--- src/rtl/ifetch_pkg.sv ---
// Shared definitions for the instruction-fetch unit: FSM encoding and PC constants.
// The optional fetch watchdog is enabled by defining IFETCH_TIMEOUT_EN.
package ifetch_pkg;

   typedef enum logic {
      FETCH = 1'b0,
      IDLE  = 1'b1
   } fetch_state_e;

   localparam logic [31:0] RESET_PC       = 32'h0000_0000;
   localparam int          TIMEOUT_CYCLES = 16;
   localparam int          TIMEOUT_W      = 4;
   localparam logic [31:0] PC_INCR        = 32'd4;

endpackage

--- src/rtl/ifetch_pc_next.sv ---
// Combinational next-PC: sequential PC+4 or branch target PC+4+(Imm<<2), modulo 2^32.
module ifetch_pc_next
   import ifetch_pkg::*;
(
   input  logic [31:0] PC,
   input  logic        PC_Sel,
   input  logic [31:0] Imm,
   output logic [31:0] next_pc
);

   logic [31:0] offset;

   always_comb begin
      offset  = PC_Sel ? (Imm << 2) : 32'd0;
      next_pc = PC + PC_INCR + offset;
   end

endmodule

--- src/rtl/ifetch_unit.sv ---
// Instruction-fetch unit: PC register, FETCH/IDLE request FSM, one-deep deferred PC
// update, frozen-IR shadow word. Define IFETCH_TIMEOUT_EN to add the fetch watchdog.
module ifetch_unit
   import ifetch_pkg::*;
(
   input  logic        clock,
   input  logic        reset_n,
   input  logic        PC_LdEn,
   input  logic        PC_Sel,
   input  logic [31:0] Imm,
   input  logic        Sel_Instr,
   output logic        imem_req,
   output logic [31:0] imem_addr,
   input  logic        imem_ack,
   input  logic [31:0] imem_rdata,
   output logic [31:0] Instr,
   output logic [31:0] PC,
   output logic        fetch_busy,
   output logic        fetch_timeout
);

   // Memory handshake: imem_req and imem_addr stay stable from issue until the
   // cycle imem_ack is seen high with imem_req high; that edge completes the read.

   fetch_state_e state_q, state_d;
   logic [31:0]  pc_q;
   logic [31:0]  ir_q;
   logic [31:0]  shadow_q;
   logic         shadow_valid_q;
   logic         pend_valid_q;
   logic         pend_sel_q;
   logic [31:0]  pend_imm_q;

   logic         timeout_gap;
   logic         ack_fire;
   logic         pc_load;
   logic         pend_set;
   logic         pend_clr;
   logic         ld_sel;
   logic [31:0]  ld_imm;
   logic [31:0]  pc_target;

   assign ack_fire = (state_q == FETCH) && imem_ack && !timeout_gap;

   // A recorded update takes precedence over the live inputs when the ack lands.
   assign ld_sel = pend_valid_q ? pend_sel_q : PC_Sel;
   assign ld_imm = pend_valid_q ? pend_imm_q : Imm;

   ifetch_pc_next u_pc_next (
      .PC      (pc_q),
      .PC_Sel  (ld_sel),
      .Imm     (ld_imm),
      .next_pc (pc_target)
   );

   always_comb begin
      state_d  = state_q;
      pc_load  = 1'b0;
      pend_set = 1'b0;
      pend_clr = 1'b0;
      case (state_q)
         FETCH: begin
            if (ack_fire) begin
               if (pend_valid_q || PC_LdEn) begin
                  pc_load  = 1'b1;
                  pend_clr = 1'b1;
               end else begin
                  state_d = IDLE;
               end
            end else if (PC_LdEn && !pend_valid_q) begin
               pend_set = 1'b1;
            end
         end
         IDLE: begin
            if (PC_LdEn) begin
               pc_load = 1'b1;
               state_d = FETCH;
            end
         end
         default: state_d = FETCH;
      endcase
   end

   always_ff @(posedge clock or negedge reset_n) begin
      if (!reset_n) begin
         state_q      <= FETCH;
         pc_q         <= RESET_PC;
         pend_valid_q <= 1'b0;
         pend_sel_q   <= 1'b0;
         pend_imm_q   <= 32'd0;
      end else begin
         state_q <= state_d;
         if (pc_load) begin
            pc_q <= pc_target;
         end
         if (pend_set) begin
            pend_valid_q <= 1'b1;
            pend_sel_q   <= PC_Sel;
            pend_imm_q   <= Imm;
         end else if (pend_clr) begin
            pend_valid_q <= 1'b0;
         end
      end
   end

   // While frozen the acked word parks in the shadow; on unfreeze a fresh ack wins.
   always_ff @(posedge clock or negedge reset_n) begin
      if (!reset_n) begin
         ir_q           <= 32'd0;
         shadow_q       <= 32'd0;
         shadow_valid_q <= 1'b0;
      end else if (Sel_Instr) begin
         if (ack_fire) begin
            shadow_q       <= imem_rdata;
            shadow_valid_q <= 1'b1;
         end
      end else begin
         if (ack_fire) begin
            ir_q <= imem_rdata;
         end else if (shadow_valid_q) begin
            ir_q <= shadow_q;
         end
         shadow_valid_q <= 1'b0;
      end
   end

`ifdef IFETCH_TIMEOUT_EN
   logic [TIMEOUT_W-1:0] wait_cnt_q;
   logic                 gap_q;
   logic                 timeout_q;

   always_ff @(posedge clock or negedge reset_n) begin
      if (!reset_n) begin
         wait_cnt_q <= '0;
         gap_q      <= 1'b0;
         timeout_q  <= 1'b0;
      end else begin
         gap_q <= 1'b0;
         if ((state_q == FETCH) && !gap_q && !imem_ack) begin
            if (wait_cnt_q == TIMEOUT_W'(TIMEOUT_CYCLES - 1)) begin
               wait_cnt_q <= '0;
               gap_q      <= 1'b1;
               timeout_q  <= 1'b1;
            end else begin
               wait_cnt_q <= wait_cnt_q + 1'b1;
            end
         end else begin
            wait_cnt_q <= '0;
         end
      end
   end

   assign timeout_gap   = gap_q;
   assign fetch_timeout = timeout_q;
`else
   assign timeout_gap   = 1'b0;
   assign fetch_timeout = 1'b0;
`endif

   // Request is forced low for the whole time reset is held.
   assign imem_req   = reset_n && (state_q == FETCH) && !timeout_gap;
   assign imem_addr  = pc_q;
   assign PC         = pc_q;
   assign Instr      = ir_q;
   assign fetch_busy = (state_q == FETCH) || shadow_valid_q || pend_valid_q;

endmodule

--- config.mk ---
export PLATFORM = sky130hd
export DESIGN_NAME = ifetch_unit
export DESIGN_NICKNAME = d
export VERILOG_FILES = /design/src/rtl/ifetch_pkg.sv /design/src/rtl/ifetch_pc_next.sv /design/src/rtl/ifetch_unit.sv
export SDC_FILE = /design/constraint.sdc
export NUM_CORES = 1
export LEC_CHECK = 0
export CAP_MARGIN = 20
export CORE_ASPECT_RATIO = 0.7
export CORE_MARGIN = 10
export CORE_UTILIZATION = 50
export DETAILED_ROUTE_END_ITERATION = 12
export PLACE_DENSITY = 0.79
export SLEW_MARGIN = 25
export SYNTH_ARGS = -nofsm -noshare
export SYNTH_HDL_FRONTEND = slang
export SYNTH_SLANG_ARGS = --single-unit
--- constraint.sdc ---
create_clock -name clock -period 5.3 [get_ports clock]
set_clock_uncertainty 0.2 [all_clocks]
set_input_delay 0.53 -clock clock [delete_from_list [all_inputs] [get_ports clock]]
set_output_delay 0.53 -clock clock [all_outputs]
set_load 0.02 [all_outputs]
== Word-level counts from Yosys, hierarchy flattened ==
Cells that the tools add are included.

* Register bits: 130
* Input port bits: 70
* Output and inout bits: 99
* Word-level logic and storage cells: 45

* Add/subtract/negate cells: 2
* Eq/ne operators: 1
* Muxes and demuxes: 21
* Bitwise logic cells: 2
* Reductions and logical operators: 11

{| class="wikitable"
|+ Operators with widths
! cell !! number
|-
| $mux W32 || 3
|-
| $add A32 B3 Y32 const B || 1
|-
| $add A32 B32 Y32 || 1
|-
| $mux W30 || 1
|-
| $mux W1 || 15
|-
| $pmux W1 S2 || 2
|-
| $reduce_and A2 Y1 || 2
|-
| $reduce_bool A2 Y1 || 2
|-
| $logic_and A1 B1 Y1 || 3
|-
| $logic_or A1 B1 Y1 || 3
|-
| $ne A2 B1 Y1 const B || 1
|-
| $not A1 Y1 || 2
|-
| $logic_not A1 Y1 || 1
|}

== Logic depth before layout (Yosys ltp) ==
* Depth after elaboration: 6
* Mapped depth: 15
* Gate-level depth less buffers: 13

== Hierarchy ==
From an unflattened synthesis, not the netlist that was laid out.

* Cells, all modules: 693
* Area, all modules: 8240.4 um^2

{| class="wikitable"
|+ By module, submodules not included
! module !! times used !! cells each !! area each (um^2) !! seq. area each (um^2)
|-
| ifetch_unit || 1 || 395 || 6093.3 || 3303.2
|-
| ifetch_pc_next || 1 || 298 || 2147.1 || 0.0
|}

== Least setup slack after synthesis ==
Ideal clock, no wire load.

* Path type: register -> register
* From: register pend_valid_q
* To: register pc_q[31] (netlist: PC[31])
* Setup time: 140 ps
* Arrival: 3655 ps
* Required time: 4960 ps
* Path slack: 1305 ps
* Stages on the path, launching flop included: 16
* Buffers on the path: 4
* Period minus slack after synthesis: 3995 ps
* Path through: dfrtp_1 -> clkbuf_1 -> buf_1 -> buf_2 -> mux2i_1 -> nor2_1 -> ha_1 -> ha_1 -> buf_2 -> a21o_1 -> a311oi_1 -> o21ai_1 -> a211o_1 -> a41oi_4 -> mux2i_1 -> o2111ai_1

* Cells in the longest elaborated chain, start to end: 4
* Elaborated cells on any way between the ends: 8
* Classes of those cells: add/sub: 1; mux: 6; reduce/logical: 1

{| class="wikitable"
|+ RTL lines
! what !! RTL line !! RTL
|-
| start, declared || ifetch_unit.sv:30 || <nowiki>logic pend_valid_q;</nowiki>
|-
| start signal, assigned || ifetch_unit.sv:88 || <nowiki>pend_valid_q <= 1'b0;</nowiki>
|-
| start signal, assigned || ifetch_unit.sv:97 || <nowiki>pend_valid_q <= 1'b1;</nowiki>
|-
| start signal, assigned || ifetch_unit.sv:101 || <nowiki>pend_valid_q <= 1'b0;</nowiki>
|-
| parallel branches: the longest is 4 deep, another holds $add A32 B32 Y32 || n/a ||
|-
| end signal, assigned || ifetch_unit.sv:94 || <nowiki>pc_q <= pc_target;</nowiki>
|-
| end, declared || ifetch_unit.sv:26 || <nowiki>logic [31:0] pc_q;</nowiki>
|}

Parallel ways; which one is timed is not known.
A chain may end at the register's enable or synchronous reset.

== Final worst setup path ==
* From: register pend_valid_q
* To: register pc_q[17] (netlist: PC[17])

The elaborated chain is that of the path after synthesis.

==> flow_metrics.env <==
export IMPL_clk_latency_ps=410
export IMPL_synth_top_family_by_area="multiplexers"
export IMPL_rsz0062_at_grt="false"
export IMPL_ys_types=61
export IMPL_max_freq_ghz=0.2410
export IMPL_wirelength_um=19050
export IMPL_fin_nets=999
export IMPL_status="finished, final reports clean"
export IMPL_final_cells=1079
export IMPL_postCtsSetupRepairBufs=0
export IMPL_slew_headroom_pct=39.84
export IMPL_n_antenna_cell=0
export IMPL_ys_seq_area_share_pct=41.34
export IMPL_place_ws_ps=878.9
export IMPL_path_clk_slew_ps=60
export IMPL_die_area_mm2=0.02096
export IMPL_muxShareOfSynthArea_pct=17.84
export IMPL_cp_common_cell="ha_1"
export IMPL_port_buffers=161
export IMPL_grt_max_degree=73
export IMPL_cp_required_ps=5400
export IMPL_crit_chain="buf_4 -> mux2i_1 -> nor2_1 -> ha_1 -> ha_1 -> fa_1 -> a211oi_2 -> o21bai_2 -> o2111a_2 -> o211ai_2 -> a21oi_1 -> or3_1 -> a31o_2"
export IMPL_yosys_area_share_xor_xnor_pct=1.808
export IMPL_cap_viol_max_count=0
export IMPL_first_global_vias=6067
export IMPL_initial_core_util_pct=51.82
export IMPL_powerDensity_mw_per_mm2=544.3
export IMPL_end_kind="flop"
export IMPL_ys_flop_type="dfrtp_1"
export IMPL_syn_area_per_cell_um2=10.37
export IMPL_ios=169
export IMPL_cts_hold_buffers=1
export IMPL_coreArea_mm2=0.01495
export IMPL_grt_usage_pct=18.38
export IMPL_synth_compound_area_share_pct=14.27
export IMPL_max_stage_delay_ps=520
export IMPL_grt_antenna_before_repair=1
export IMPL_tns_ps=0
export IMPL_vias=5859
export IMPL_gp_congestion=0.8878
export IMPL_synth_edf_count=0
export IMPL_start_kind="flop"
export IMPL_timing_final_crit_share_pct=78.30
export IMPL_r2r_slack_ps=1150
export IMPL_slowest_stage="buf_4"
export IMPL_cts_num_sinks=128
export IMPL_cp_max_fo=32
export IMPL_crit_family="compound AO/OA/AOI/OAI gates"
export IMPL_slew_viol_final=0
export IMPL_yosysWarnings=0
export IMPL_detailedRoute_firstIterationViolations=352
export IMPL_async_flop_share_pct=100.0
export IMPL_netlist_area_mm2=0.007749
export IMPL_yosys_area_share_simple_pct=9.575
export IMPL_rows=37
export IMPL_hold_viol=0
export IMPL_drt_pass1_iterations=5
export IMPL_clock_root_buffer="clkbuf_16"
export IMPL_htreeDepth=4
export IMPL_overflow=0
export IMPL_arrival_ps=4250
export IMPL_min_from="Instr[18]"
export IMPL_rr_startpoint="pend_valid_q"
export IMPL_nFillCells=1201
export IMPL_timing_critical_path_buf_inv=1
export IMPL_ys_ff_latch=128
export IMPL_synth_fa_ha_area_share_pct=9.462
export IMPL_grt_pass1_wl_um=31670
export IMPL_worst_pin_slew_ps=902.4
export IMPL_cts_resized_gates=0
export IMPL_routedWlPerCell_um=17.66
export IMPL_dpl_cell_count=1046
export IMPL_drtAntennaViolNets=0
export IMPL_power_leakage_nw=4.453
export IMPL_die_w_um=168.8
export IMPL_peakVddDrop_v=0.0003406
export IMPL_clk_path_buf_depth=2
export IMPL_crit_type="reg -> reg"
export IMPL_drc=0
export IMPL_cts_tree="done"
export IMPL_crit_start="pend_valid_q"
export IMPL_vias_per_cell=5.430
export IMPL_synthCells=747
export IMPL_die_h_um=124.2
export IMPL_fin_ws_ps=1150
export IMPL_cts_made_buffers=17
export IMPL_fin_total_pwr_mw=5.404
export IMPL_setup_viol_count_final=0
export IMPL_min_path_type="reg -> reg"
export IMPL_fin_crit_ps=4150
export IMPL_drive_gt1_share_pct=14.37
export IMPL_hpwl_um=13760
export IMPL_syn_to_final_growth_pct=28.11
==> per-layer routing <==
metal / up-vias / part of all wire, % / track usage, %
li1: 2908 / - / -
met1: 2777 / 48 / 24.61
met2: 158 / 44 / 28.67
met3: 14 / 7.5 / 6.075
met4: 2 / 0.66 / 3.688
met5: - / 0.068 / 0
==> where the power goes <==
part	total [mW]	internal (mW)	switching [mW]
Combinational	2.71	1.26	1.45
Clock	1.16	0.700	0.464
Sequential	1.53	1.29	0.242
==> flip-flops by register name, summed over array words and instances (netlist names) <==
signal          count
Instr              32
shadow_q           32
PC                 30
pend_imm_q         30
pend_sel_q          1
pend_valid_q        1
shadow_valid_q      1
state_q             1
==> synthesized netlist by cell type (all sizes together) (2+ instances only) <==
library cell,instances,share of area (%)
o21bai,6,0.63
o21a,11,1.1
and3,2,0.16
nand2b,2,0.16
nor4,2,0.16
o211ai,6,0.65
a21boi,2,0.19
a211o,4,0.45
nor3b,3,0.29
o22ai,2,0.16
xor2,9,1.0
nor2b,4,0.32
a21oi,25,1.7
o2111ai,3,0.34
xnor2,7,0.79
or2,4,0.32
nand4,5,0.40
nand2,78,3.8
nor2,44,2.1
mux2i,65,8.4
o31ai,5,0.48
mux2,63,9.2
clkbuf,19,0.94
nand3,7,0.45
dfrtp,128,41
and2,3,0.24
a31o,3,0.34
inv,7,0.34
nor3,8,0.52
a211oi,5,0.55
buf,52,4.4
ha,57,9.2
a21o,14,1.4
or3,3,0.24
o21ai,74,4.9
==> cell type report <==
cell class	instances	area, um2	share of cell area (%)
inverter	7	26.28	0.2647
clock inverter	14	157.7	1.588
timing repair buffer	172	1698	17.10
sequential	128	3204	32.28
clock buffer	18	429.2	4.323
tap	195	244.0	2.458
multi-input combinational	545	4168	41.98
==> placed cells by master, fill, tap and decap left out, types with 7 or more instances in the layout <==
cell             instances
o21a_1                  11
clkdlybuf4s50_1        160
mux2_2                  63
buf_4                   10
xor2_1                   9
dfrtp_1                127
nand3_1                  7
mux2i_1                 64
a21oi_1                 24
o21ai_0                 71
clkbuf_16               17
a21o_1                  13
ha_1                    57
inv_1                    7
nor2_1                  44
nand2_1                 78
xnor2_1                  7
nor3_1                   8
==> logic make-up after synthesis <==
logic type                 count (synthesis)
AOI/OAI and AO/OA                        169
other                                      1
adders and majority gates                 58
DFF                                      128
and+or+nand+nor                          168
buffers and inverters                     78
xor gates and xnor gates                  16
muxes                                    129
==> worst min-delay path: stages (launching register included) <==
cell and delay [ps]:
dfrtp_1 330, nand2_1 50, o21ai_0 60
==> path summary, 6_finish.rpt <==
kind	to	cells after the start
max	PC[17]	13
min	Instr[18]	2
max reg2reg	PC[17]	13
min reg2reg	Instr[18]	2
max in group asynchronous	pend_valid_q	3
min in group asynchronous	pend_imm_q[17]	2
==> metrics by stage <==
| step | cell area [um2] | utilization (%) | hold WS [ps] |
|---|---|---|---|
| global placement | 9330 | 62.40 | 259.4 |
| finish | 9927 | 66.39 | 276.1 |
| detailed placement | 9330 | 62.40 | 269.1 |
| CTS | 9927 | 66.39 | 282.5 |
| floorplan | 7764 | - | 34.41 |
| global route | 9927 | 66.39 | 305.5 |
Power figures use the tool's default switching activity.
